[src/rtl/tlb_ctrl.sv]
// TLB maintenance sequencer: runs one TLBSRCH/RD/WR/FILL/INVTLB at a time through
// IDLE -> EXEC -> RESP, strobing the TLB in EXEC and returning registered CSR updates.
module tlb_ctrl #(
  parameter  int TLBENTRY = 16,
  localparam int IW       = $clog2(TLBENTRY)
) (
  input  logic          clock,
  input  logic          reset,
  input  logic          req_valid,
  output logic          req_ready,
  input  logic [2:0]    req_op,
  input  logic [4:0]    req_inv_op,
  input  logic [9:0]    req_inv_asid,
  input  logic [31:0]   req_inv_va,
  input  logic [IW-1:0] csr_idx,
  input  logic [5:0]    csr_ps,
  input  logic          csr_ne,
  input  logic [18:0]   csr_vppn,
  input  logic [9:0]    csr_asid,
  input  logic [27:0]   csr_elo0,
  input  logic [27:0]   csr_elo1,
  input  logic          csr_refill,
  output logic [19:0]   tlb_s_vpn,
  output logic [9:0]    tlb_s_asid,
  input  logic          tlb_s_hit,
  input  logic [IW-1:0] tlb_s_idx,
  output logic [IW-1:0] tlb_r_idx,
  input  logic [18:0]   tlb_r_vppn,
  input  logic [9:0]    tlb_r_asid,
  input  logic [5:0]    tlb_r_ps,
  input  logic          tlb_r_e,
  input  logic [27:0]   tlb_r_elo0,
  input  logic [27:0]   tlb_r_elo1,
  output logic          tlb_w_en,
  output logic [IW-1:0] tlb_w_idx,
  output logic [18:0]   tlb_w_vppn,
  output logic [5:0]    tlb_w_ps,
  output logic [9:0]    tlb_w_asid,
  output logic          tlb_w_e,
  output logic [27:0]   tlb_w_elo0,
  output logic [27:0]   tlb_w_elo1,
  output logic          tlb_inv_en,
  output logic [4:0]    tlb_inv_op,
  output logic [9:0]    tlb_inv_asid,
  output logic [18:0]   tlb_inv_vppn,
  output logic          resp_valid,
  output logic [2:0]    resp_op,
  output logic          resp_ine,
  output logic          resp_ne,
  output logic [IW-1:0] resp_idx,
  output logic [5:0]    resp_ps,
  output logic [18:0]   resp_vppn,
  output logic [9:0]    resp_asid,
  output logic          resp_e,
  output logic [27:0]   resp_elo0,
  output logic [27:0]   resp_elo1
);

  localparam logic [2:0] OP_SRCH = 3'd0;
  localparam logic [2:0] OP_RD   = 3'd1;
  localparam logic [2:0] OP_WR   = 3'd2;
  localparam logic [2:0] OP_FILL = 3'd3;
  localparam logic [2:0] OP_INV  = 3'd4;

  typedef enum logic [1:0] {IDLE, EXEC, RESP} state_t;

  state_t        state_q, state_d;
  logic [2:0]    op_q, op_d;
  logic [4:0]    inv_op_q, inv_op_d;
  logic [9:0]    inv_asid_q, inv_asid_d;
  logic [18:0]   inv_vppn_q, inv_vppn_d;
  logic [IW-1:0] fill_ptr_q, fill_ptr_d;
  logic          resp_valid_q, resp_valid_d;
  logic [2:0]    resp_op_q, resp_op_d;
  logic          resp_ine_q, resp_ine_d;
  logic          resp_ne_q, resp_ne_d;
  logic [IW-1:0] resp_idx_q, resp_idx_d;
  logic [5:0]    resp_ps_q, resp_ps_d;
  logic [18:0]   resp_vppn_q, resp_vppn_d;
  logic [9:0]    resp_asid_q, resp_asid_d;
  logic          resp_e_q, resp_e_d;
  logic [27:0]   resp_elo0_q, resp_elo0_d;
  logic [27:0]   resp_elo1_q, resp_elo1_d;

  logic exec_live;
  logic is_write;
  logic inv_legal;
  logic unused_va;

  // Reset gates the strobes combinationally so a reset landing in EXEC never writes.
  assign exec_live = (state_q == EXEC) && !reset;
  assign is_write  = (op_q == OP_WR) || (op_q == OP_FILL);
  assign inv_legal = (inv_op_q <= 5'd6);
  assign unused_va = ^req_inv_va[12:0];

  always_comb begin
    state_d      = state_q;
    op_d         = op_q;
    inv_op_d     = inv_op_q;
    inv_asid_d   = inv_asid_q;
    inv_vppn_d   = inv_vppn_q;
    fill_ptr_d   = fill_ptr_q;
    resp_valid_d = 1'b0;
    resp_op_d    = resp_op_q;
    resp_ine_d   = resp_ine_q;
    resp_ne_d    = resp_ne_q;
    resp_idx_d   = resp_idx_q;
    resp_ps_d    = resp_ps_q;
    resp_vppn_d  = resp_vppn_q;
    resp_asid_d  = resp_asid_q;
    resp_e_d     = resp_e_q;
    resp_elo0_d  = resp_elo0_q;
    resp_elo1_d  = resp_elo1_q;
    case (state_q)
      IDLE: begin
        if (req_valid) begin
          state_d    = EXEC;
          op_d       = req_op;
          inv_op_d   = req_inv_op;
          inv_asid_d = req_inv_asid;
          inv_vppn_d = req_inv_va[31:13];
        end
      end
      EXEC: begin
        state_d      = RESP;
        resp_valid_d = 1'b1;
        resp_op_d    = op_q;
        resp_ine_d   = 1'b0;
        case (op_q)
          OP_SRCH: begin
            resp_ne_d  = !tlb_s_hit;
            resp_idx_d = tlb_s_hit ? tlb_s_idx : csr_idx;
          end
          OP_RD: begin
            resp_ne_d   = !tlb_r_e;
            resp_e_d    = tlb_r_e;
            resp_ps_d   = tlb_r_e ? tlb_r_ps   : '0;
            resp_vppn_d = tlb_r_e ? tlb_r_vppn : '0;
            resp_asid_d = tlb_r_e ? tlb_r_asid : '0;
            resp_elo0_d = tlb_r_e ? tlb_r_elo0 : '0;
            resp_elo1_d = tlb_r_e ? tlb_r_elo1 : '0;
          end
          OP_WR: ;
          OP_FILL: fill_ptr_d = fill_ptr_q + 1'b1;
          OP_INV:  resp_ine_d = !inv_legal;
          default: resp_ine_d = 1'b1;
        endcase
      end
      RESP:    state_d = IDLE;
      default: state_d = IDLE;
    endcase
  end

  always_ff @(posedge clock) begin
    if (reset) begin
      state_q      <= IDLE;
      op_q         <= '0;
      inv_op_q     <= '0;
      inv_asid_q   <= '0;
      inv_vppn_q   <= '0;
      fill_ptr_q   <= '0;
      resp_valid_q <= 1'b0;
      resp_op_q    <= '0;
      resp_ine_q   <= 1'b0;
      resp_ne_q    <= 1'b0;
      resp_idx_q   <= '0;
      resp_ps_q    <= '0;
      resp_vppn_q  <= '0;
      resp_asid_q  <= '0;
      resp_e_q     <= 1'b0;
      resp_elo0_q  <= '0;
      resp_elo1_q  <= '0;
    end else begin
      state_q      <= state_d;
      op_q         <= op_d;
      inv_op_q     <= inv_op_d;
      inv_asid_q   <= inv_asid_d;
      inv_vppn_q   <= inv_vppn_d;
      fill_ptr_q   <= fill_ptr_d;
      resp_valid_q <= resp_valid_d;
      resp_op_q    <= resp_op_d;
      resp_ine_q   <= resp_ine_d;
      resp_ne_q    <= resp_ne_d;
      resp_idx_q   <= resp_idx_d;
      resp_ps_q    <= resp_ps_d;
      resp_vppn_q  <= resp_vppn_d;
      resp_asid_q  <= resp_asid_d;
      resp_e_q     <= resp_e_d;
      resp_elo0_q  <= resp_elo0_d;
      resp_elo1_q  <= resp_elo1_d;
    end
  end

  assign req_ready    = (state_q == IDLE);

  assign tlb_s_vpn    = {csr_vppn, 1'b0};
  assign tlb_s_asid   = csr_asid;
  assign tlb_r_idx    = csr_idx;

  assign tlb_w_en     = exec_live && is_write;
  assign tlb_w_idx    = (op_q == OP_FILL) ? fill_ptr_q : csr_idx;
  assign tlb_w_vppn   = csr_vppn;
  assign tlb_w_ps     = csr_ps;
  assign tlb_w_asid   = csr_asid;
  assign tlb_w_e      = csr_refill || !csr_ne;
  assign tlb_w_elo0   = csr_elo0;
  assign tlb_w_elo1   = csr_elo1;

  assign tlb_inv_en   = exec_live && (op_q == OP_INV) && inv_legal;
  assign tlb_inv_op   = inv_op_q;
  assign tlb_inv_asid = inv_asid_q;
  assign tlb_inv_vppn = inv_vppn_q;

  assign resp_valid   = resp_valid_q;
  assign resp_op      = resp_op_q;
  assign resp_ine     = resp_ine_q;
  assign resp_ne      = resp_ne_q;
  assign resp_idx     = resp_idx_q;
  assign resp_ps      = resp_ps_q;
  assign resp_vppn    = resp_vppn_q;
  assign resp_asid    = resp_asid_q;
  assign resp_e       = resp_e_q;
  assign resp_elo0    = resp_elo0_q;
  assign resp_elo1    = resp_elo1_q;

endmodule

[config.mk]
export PLATFORM = sky130hd
export DESIGN_NAME = tlb_ctrl
export DESIGN_NICKNAME = d
export VERILOG_FILES = /design/src/rtl/tlb_ctrl.sv
export SDC_FILE = /design/constraint.sdc
export NUM_CORES = 1
export LEC_CHECK = 0
export BUFFER_PORTS_ARGS = -buffer_cell sky130_fd_sc_hd__buf_2
export CAP_MARGIN = 20
export CORE_AREA = 2 2 199 201
export DETAILED_ROUTE_END_ITERATION = 12
export DIE_AREA = 0 0 201 203
export GPL_TIMING_DRIVEN = 0
export PLACE_DENSITY = 0.48
export SYNTH_ARGS = -nofsm -noshare
export SYNTH_HDL_FRONTEND = slang
export SYNTH_SLANG_ARGS = --single-unit
export TNS_END_PERCENT = 5
[constraint.sdc]
create_clock -name clock -period 1.6 [get_ports clock]
set_clock_uncertainty 0.1 [all_clocks]
set_input_delay 0.32 -clock clock [delete_from_list [all_inputs] [get_ports clock]]
set_output_delay 0.32 -clock clock [all_outputs]
set_load 0.05 [all_outputs]
==> results of run 1 <==
-- sequential cells by signal, summed over array words and instances, names as in the netlist --
register      cells
resp_elo0        28
resp_elo1        28
resp_vppn        19
tlb_inv_vppn     19
resp_asid        10
tlb_inv_asid     10
resp_ps           6
tlb_inv_op        5
fill_ptr_q        4
resp_idx          4
op_q              3
resp_op           3
state_q           2
resp_e            1
resp_ine          1
resp_ne           1
resp_valid        1
-- area by class of cell --
cell class	instances	area, µm²	area share
Antenna cell	4	10.0	0.000883
Buffer	199	1520	0.134
Clock buffer	18	450	0.0397
Clock inverter	14	143	0.0126
Inverter	2	7.51	0.000662
Multi-Input combinational cell	501	3060	0.270
Sequential cell	145	2920	0.258
Tap cell	518	648	0.0572
Timing Repair Buffer	456	2580	0.227
-- report_power, final --
group	internal [W]	switching (W)	leakage, nW
combinational	0.000883	0.00161	3.81
sequential	0.00370	0.0000644	1.18
clock	0.00228	0.00183	0.288
-- cells by family after synthesis --
group / Yosys count / share of synthesized area
and+or+nand+nor: 246 / 0.178
AOI/OAI and AO/OA: 204 / 0.150
buffers and inverters: 202 / 0.181
DFF: 145 / 0.417
muxes: 49 / 0.0714
adders and majority gates: 1 / 0.00180
other: 1 / 0.000539
-- cells in the mapped netlist --
library cell	n
or3_1	93
o21ai_0	96
a21oi_1	100
o31ai_1	2
conb_1	1
and3_1	1
clkbuf_1	67
nand2b_1	2
nand2_1	93
or4_1	3
mux2i_1	44
mux2_2	5
a311oi_1	4
nand3_1	1
ha_1	1
nor2_1	42
inv_1	2
nor3b_1	3
nor2b_1	2
nand4bb_4	1
buf_4	126
o41ai_1	1
a31oi_1	1
dfxtp_1	145
buf_6	3
nand4_1	1
buf_2	4
nor4_1	1
nor3b_2	1
nand3b_1	2
-- layer usage --
layer	part of all wire	up-vias
met5	0.00088	-
met4	0.018	4
met3	0.076	33
met2	0.50	330
met1	0.41	3561
li1	-	3722
-- metrics by stage --
step | cells | power, W
floorplan | 848 | 0.00542
global placement | 1775 | 0.00606
detailed placement | 1775 | 0.00607
CTS | 1853 | 0.0104
global route | 1855 | 0.0108
finish | 1857 | 0.0104
-- worst paths after layout --
kind | start | to | slack [ps] | cells after the start
setup / recovery | op_q[0]$_SDFFE_PP0P_ | tlb_inv_en | -730 | 4
setup reg to reg | op_q[0]$_SDFFE_PP0P_ | resp_ine$_SDFFE_PP0N_ | -600 | 13
hold / removal | reset | state_q[1]$_SDFFE_PP0P_ | -10 | 2
hold reg to reg | resp_ne$_SDFFE_PP0P_ | resp_ne$_SDFFE_PP0P_ | 370 | 2
-- what timing repair did --
item                       4_1_cts  5_1_grt
pin swaps                       82       15
resized for setup              119       80
setup endpoints to repair      132      137
setup buffers                   20        1
hold endpoints to repair        27        1
==> run_results.csv, run 1 <==
group,metric,value,unit
clock_tree,tritoncts,"done",
place,hpwl,23400,µm
outcome,run_status,"complete, but fails checks",
place,gp_congestion,0.792,
sta,setup_viol,99,
sta,min_period_over_period,1.45,
drt,avgViaCountPerCell,4.12,
sta,setup_ws,-726,ps
drt,drtPass1Iterations,4,
clock_tree,clk_latency,450,ps
clock_tree,clkTransAtPathRegs,80,ps
pwr,p_leak,5.28,nW
min_path,hold_class,"in2reg",
floorplan,initial_core_util,0.181,
drt,drc,0,
sta,fin_hold_ws,-12.0,ps
floorplan,fp.dieW,201,µm
final_layout,mostFrequentLayoutCells,"buf_2, dfxtp_1, buf_4, nand2_1, o21ai_0",
worst_setup_path,start_kind,"register",
pwr,ir_worst_vdd,0.000741,V
synthesis,ys_types,30,
final_layout,final_common_cell,"buf_2",
worst_setup_path,worstPathArrival,1910,ps
floorplan,die_h,203,µm
final_layout,syn_to_final_growth,62.9,%
run,maxCapViolCount,0,
grt,antenna_found_initial,4,
synthesis,syn_nets,1096,
place,detailed_place.area,0.00969,mm²
synthesis,synth.top_cell.area_share,0.417,
outcome,violations,"negative hold slack, negative setup slack",
grt,grt_use_met2,0.252,
synthesis,ys_seq_area_frac,0.417,
worst_setup_path,worst_ep_required_time,1180,ps
grt,grt_util_all_layers,0.144,
synthesis,syn_area,0.00696,mm²
worst_setup_path,cpPeakStageDelay,540,ps
final_layout,final_nets,1570,
floorplan,rows,72,
worst_setup_path,cp-end-kind,"primary output",
clock_tree,clock_path_buffers,2,
synthesis,syn_inst,848,
final_layout,final_area,0.0113,mm²
sta,drv_slew,0,
worst_setup_path,critPathBufInv,1,
grt,grt_max_degree,17,
worst_setup_path,timing.critical_path.slowest_stage_cell,"or4_4",
drt,drt_iter0_drc,201,
grt,grt.busiest_layer,"met2",
synthesis,synth_area_leaders,"dfxtp_1, buf_4, or3_1",
clock_tree,h-tree-depth,4,
grt,use_met3,0.0494,
drt,num_vias,7650,
worst_setup_path,cp_cell_sequence,"or4_4 > a31oi_4 > and3_4 > buf_8",
place,io_buffers,409,
worst_setup_path,path_delay_family,"simple AND/OR/NAND/NOR gates",
synthesis,avgSynthCellArea,8.21,µm²
sta,grt_setup_unrepaired,"true",
clock_tree,clkSinkCount,145,
clock_tree,numCtsBuffers,17,
synthesis,synth-seq-cells,145,
clock_tree,cts_root_buffer,"clkbuf_16",
sta,hold_viol,1,
worst_setup_path,critPathKind,"reg2out",
floorplan,core_area,0.0385,mm²
final_layout,final_layout_size_suffix_gt1_frac,0.520,
final_layout,nFillCells,4161,
floorplan,pin_count,516,
sta,setup_tns,-20010,ps
clock_tree,cts_hold_buf,26,
grt,grt_overflow,0,
worst_setup_path,crit_fanout,3,
grt,grt_pass1_vias,7456,
grt,met1_usage,0.162,
sta,period_minus_slack,2330,ps
pwr,p_per_area,914,mW/mm²
final_layout,utilization,0.295,
sta,max_freq,430,MHz
sta,slew_headroom,0.436,
floorplan,die-area,0.0408,mm²
grt,grt_pass1_wl,44300,µm
place,place_ws,-1070,ps
sta,worstMarginPinSlew,846,ps
drt,antenna_left,0,
synthesis,yosysWarnings,0,
drt,post_drt_wl_per_cell,16.5,µm
synthesis,synth_largest_area_cell,"dfxtp_1",
drt,drt_wl_total,30600,µm
No activity file was read; power rests on OpenSTA's default activity.
==> inputs of run 2 (changes only) <==
--- a/config.mk
+++ b/config.mk
@@ -5,6 +5,7 @@
 export SDC_FILE = /design/constraint.sdc
 export NUM_CORES = 1
 export LEC_CHECK = 0
+export ABC_CLOCK_PERIOD_IN_PS = 1600
 export BUFFER_PORTS_ARGS = -buffer_cell sky130_fd_sc_hd__buf_2
 export CAP_MARGIN = 20
 export CORE_AREA = 2 2 199 201
@@ -12,6 +13,7 @@
 export DIE_AREA = 0 0 201 203
 export GPL_TIMING_DRIVEN = 0
 export PLACE_DENSITY = 0.48
+export RECOVER_POWER = 50
 export SYNTH_ARGS = -nofsm -noshare
 export SYNTH_HDL_FRONTEND = slang
 export SYNTH_SLANG_ARGS = --single-unit
==> run 2 against run 1 <==
The flow finishes with violations (negative setup slack). Register-to-register slack is essentially flat. Die area unchanged. Sequential share of layout area up 0.37 points. Non-clock buffer count stayed put. Design area decreased by 1.4%. Fmax increased by 0.12%. Sequential cell count did not move. Global-route usage unchanged. Critical path depth is the same. Cell count unchanged. Combinational power is 2% lower. Sequential power is essentially flat.
==> run_results.csv, run 2 (synthesis gave the netlist of run 1 again) <==
group,metric,value,unit
outcome,run_status,"complete, but fails checks",
outcome,violations,"negative setup slack",
worst_setup_path,crit_start,"op_q[0]$_SDFFE_PP0P_",
place,io_buffers,409,
clock_tree,clock_path_buffers,2,
sta,setup_tns,-24370,ps
final_layout,instances_no_fill,1857,
clock_tree,cts_hold_buf,26,
pwr,total_power,0.0103,W
run,maxCapViolCount,0,
floorplan,core_area,0.0385,mm²
final_layout,nFillCells,4242,
final_layout,final_common_cell,"buf_2",
floorplan,initial_core_util,0.181,
floorplan,die-area,0.0408,mm²
drt,drt_iter0_drc,199,
pwr,ir_worst_vdd,0.000737,V
place,dp_cells,1775,
clock_tree,clk_latency,450,ps
place,hpwl,23400,µm
drt,drt_wl_total,30700,µm
sta,period_minus_slack,2320,ps
worst_setup_path,worstPathArrival,1900,ps
grt,grt_max_degree,17,
grt,antenna_found_initial,3,
grt,grt_use_met2,0.252,
clock_tree,numCtsBuffers,17,
min_path,hp-start,"req_inv_va[27]",
worst_setup_path,timing.reg2reg.setup_slack,-600,ps
sta,hold_viol,0,
drt,antenna_left,0,
final_layout,final_nets,1570,
grt,grt_pass1_vias,7456,
sta,max_freq,430,MHz
worst_setup_path,r2r-start,"op_q[0]$_SDFFE_PP0P_",
sta,setup_ws,-723,ps
drt,num_vias,7625,
clock_tree,tritoncts,"done",
sta,min_period_over_period,1.45,
worst_setup_path,start_kind,"register",
drt,drtPass1Iterations,4,
clock_tree,h-tree-depth,4,
worst_setup_path,timing.rr.end,"resp_ine$_SDFFE_PP0N_",
final_layout,mostFrequentLayoutCells,"buf_2, clkbuf_1, dfxtp_1, buf_4, nand2_1",
clock_tree,clkSinkCount,145,
min_path,hold_class,"in2reg",
worst_setup_path,critPathKind,"reg2out",
pwr,p_per_area,923,mW/mm²
sta,setup_viol,136,
drt,drc,0,
sta,slew_headroom,0.456,
drt,avgViaCountPerCell,4.11,
floorplan,fp.dieW,201,µm
grt,met1_usage,0.162,
place,gp_congestion,0.792,
worst_setup_path,crit_fanout,3,
grt,use_met3,0.0494,
grt,grt_overflow,0,
final_layout,final_layout_size_suffix_gt1_frac,0.424,
grt,grt_util_all_layers,0.144,
clock_tree,clkTransAtPathRegs,70,ps
worst_setup_path,critPathCapture,"tlb_inv_en",
clock_tree,cts_root_buffer,"clkbuf_16",
final_layout,syn_to_final_growth,60.5,%
sta,worstMarginPinSlew,817,ps
worst_setup_path,worstRegToRegCells,13,
floorplan,pin_count,516,
final_layout,utilization,0.290,
floorplan,die_h,203,µm
pwr,p_leak,4.92,nW
drt,post_drt_wl_per_cell,16.5,µm
grt,grt.busiest_layer,"met2",
floorplan,rows,72,
worst_setup_path,cp-end-kind,"primary output",
worst_setup_path,worst_ep_required_time,1180,ps
grt,grt_pass1_wl,44300,µm
sta,drv_slew,0,
sta,grt_setup_unrepaired,"true",
place,place_ws,-1070,ps
[run 2: cell types whose count changed in the layout (fill, tap and decap cells not counted), sizes merged]
cell	change
buf	-139
clkbuf	+139
[run 2: per-layer routing]
| metal | wire length (µm) | vias up |
|---|---|---|
| met2 | 15200 | 319 |
| met3 | 2380 | 28 |
| met1 | 12600 | 3549 |
| li1 | - | 3727 |
| met4 | 550 | 2 |
| met5 | 13 | - |
[run 2: layout make-up]
cell class / count / area [µm²] / area share
clock buffer: 18 / 450 / 0.0403
antenna: 4 / 10.0 / 0.000896
inverter: 2 / 7.51 / 0.000672
multi-input combinational: 501 / 3060 / 0.274
sequential: 145 / 2920 / 0.261
clock inverter: 14 / 143 / 0.0128
timing repair buffer: 456 / 2420 / 0.217
buffer: 199 / 1520 / 0.136
tap: 518 / 648 / 0.0580
[run 2: how the worst min path moves through the flow]
stage | to | slack (ps) | cells past startpoint
after floorplan | state_q[1]$_SDFFE_PP0P_ | 320 | 1
after global placement | resp_ne$_SDFFE_PP0P_ | 360 | 2
after detailed placement | resp_ne$_SDFFE_PP0P_ | 360 | 2
after CTS | state_q[1]$_SDFFE_PP0P_ | -40 | 2
after global routing | tlb_inv_vppn[14]$_SDFFE_PP0P_ | 9 | 3
final | tlb_inv_vppn[14]$_SDFFE_PP0P_ | 30 | 3
[run 2: worst max-delay path: stages, from the launching register on]
cell and delay (ps):
dfxtp_4 350, or4_4 540, a31oi_4 200, and3_4 230, buf_8 140
[run 2: power by group]
group          switching, W  total, W  internal, W  leakage (nW)
registers         0.0000642   0.00376      0.00370          1.18
logic               0.00161   0.00244     0.000832          3.45
clock network       0.00182   0.00410      0.00228         0.288
[run 2: timing repair]
| action | in CTS | in global routing |
|---|---|---|
| setup buffers | 20 | 1 |
| pin swaps | 82 | 15 |
| endpoints found under the hold margin | 27 | 1 |
| gates resized for setup | 119 | 80 |
| setup endpoints to repair | 132 | 137 |
[run 2: stage by stage]
step                      hold WS (ps)  cell area (µm²)
after floorplan                    319             6990
after global placement             355             9690
after detailed placement           357             9690
after CTS                        -39.4            11100
after global routing              8.66            11200
final                             33.8            11200
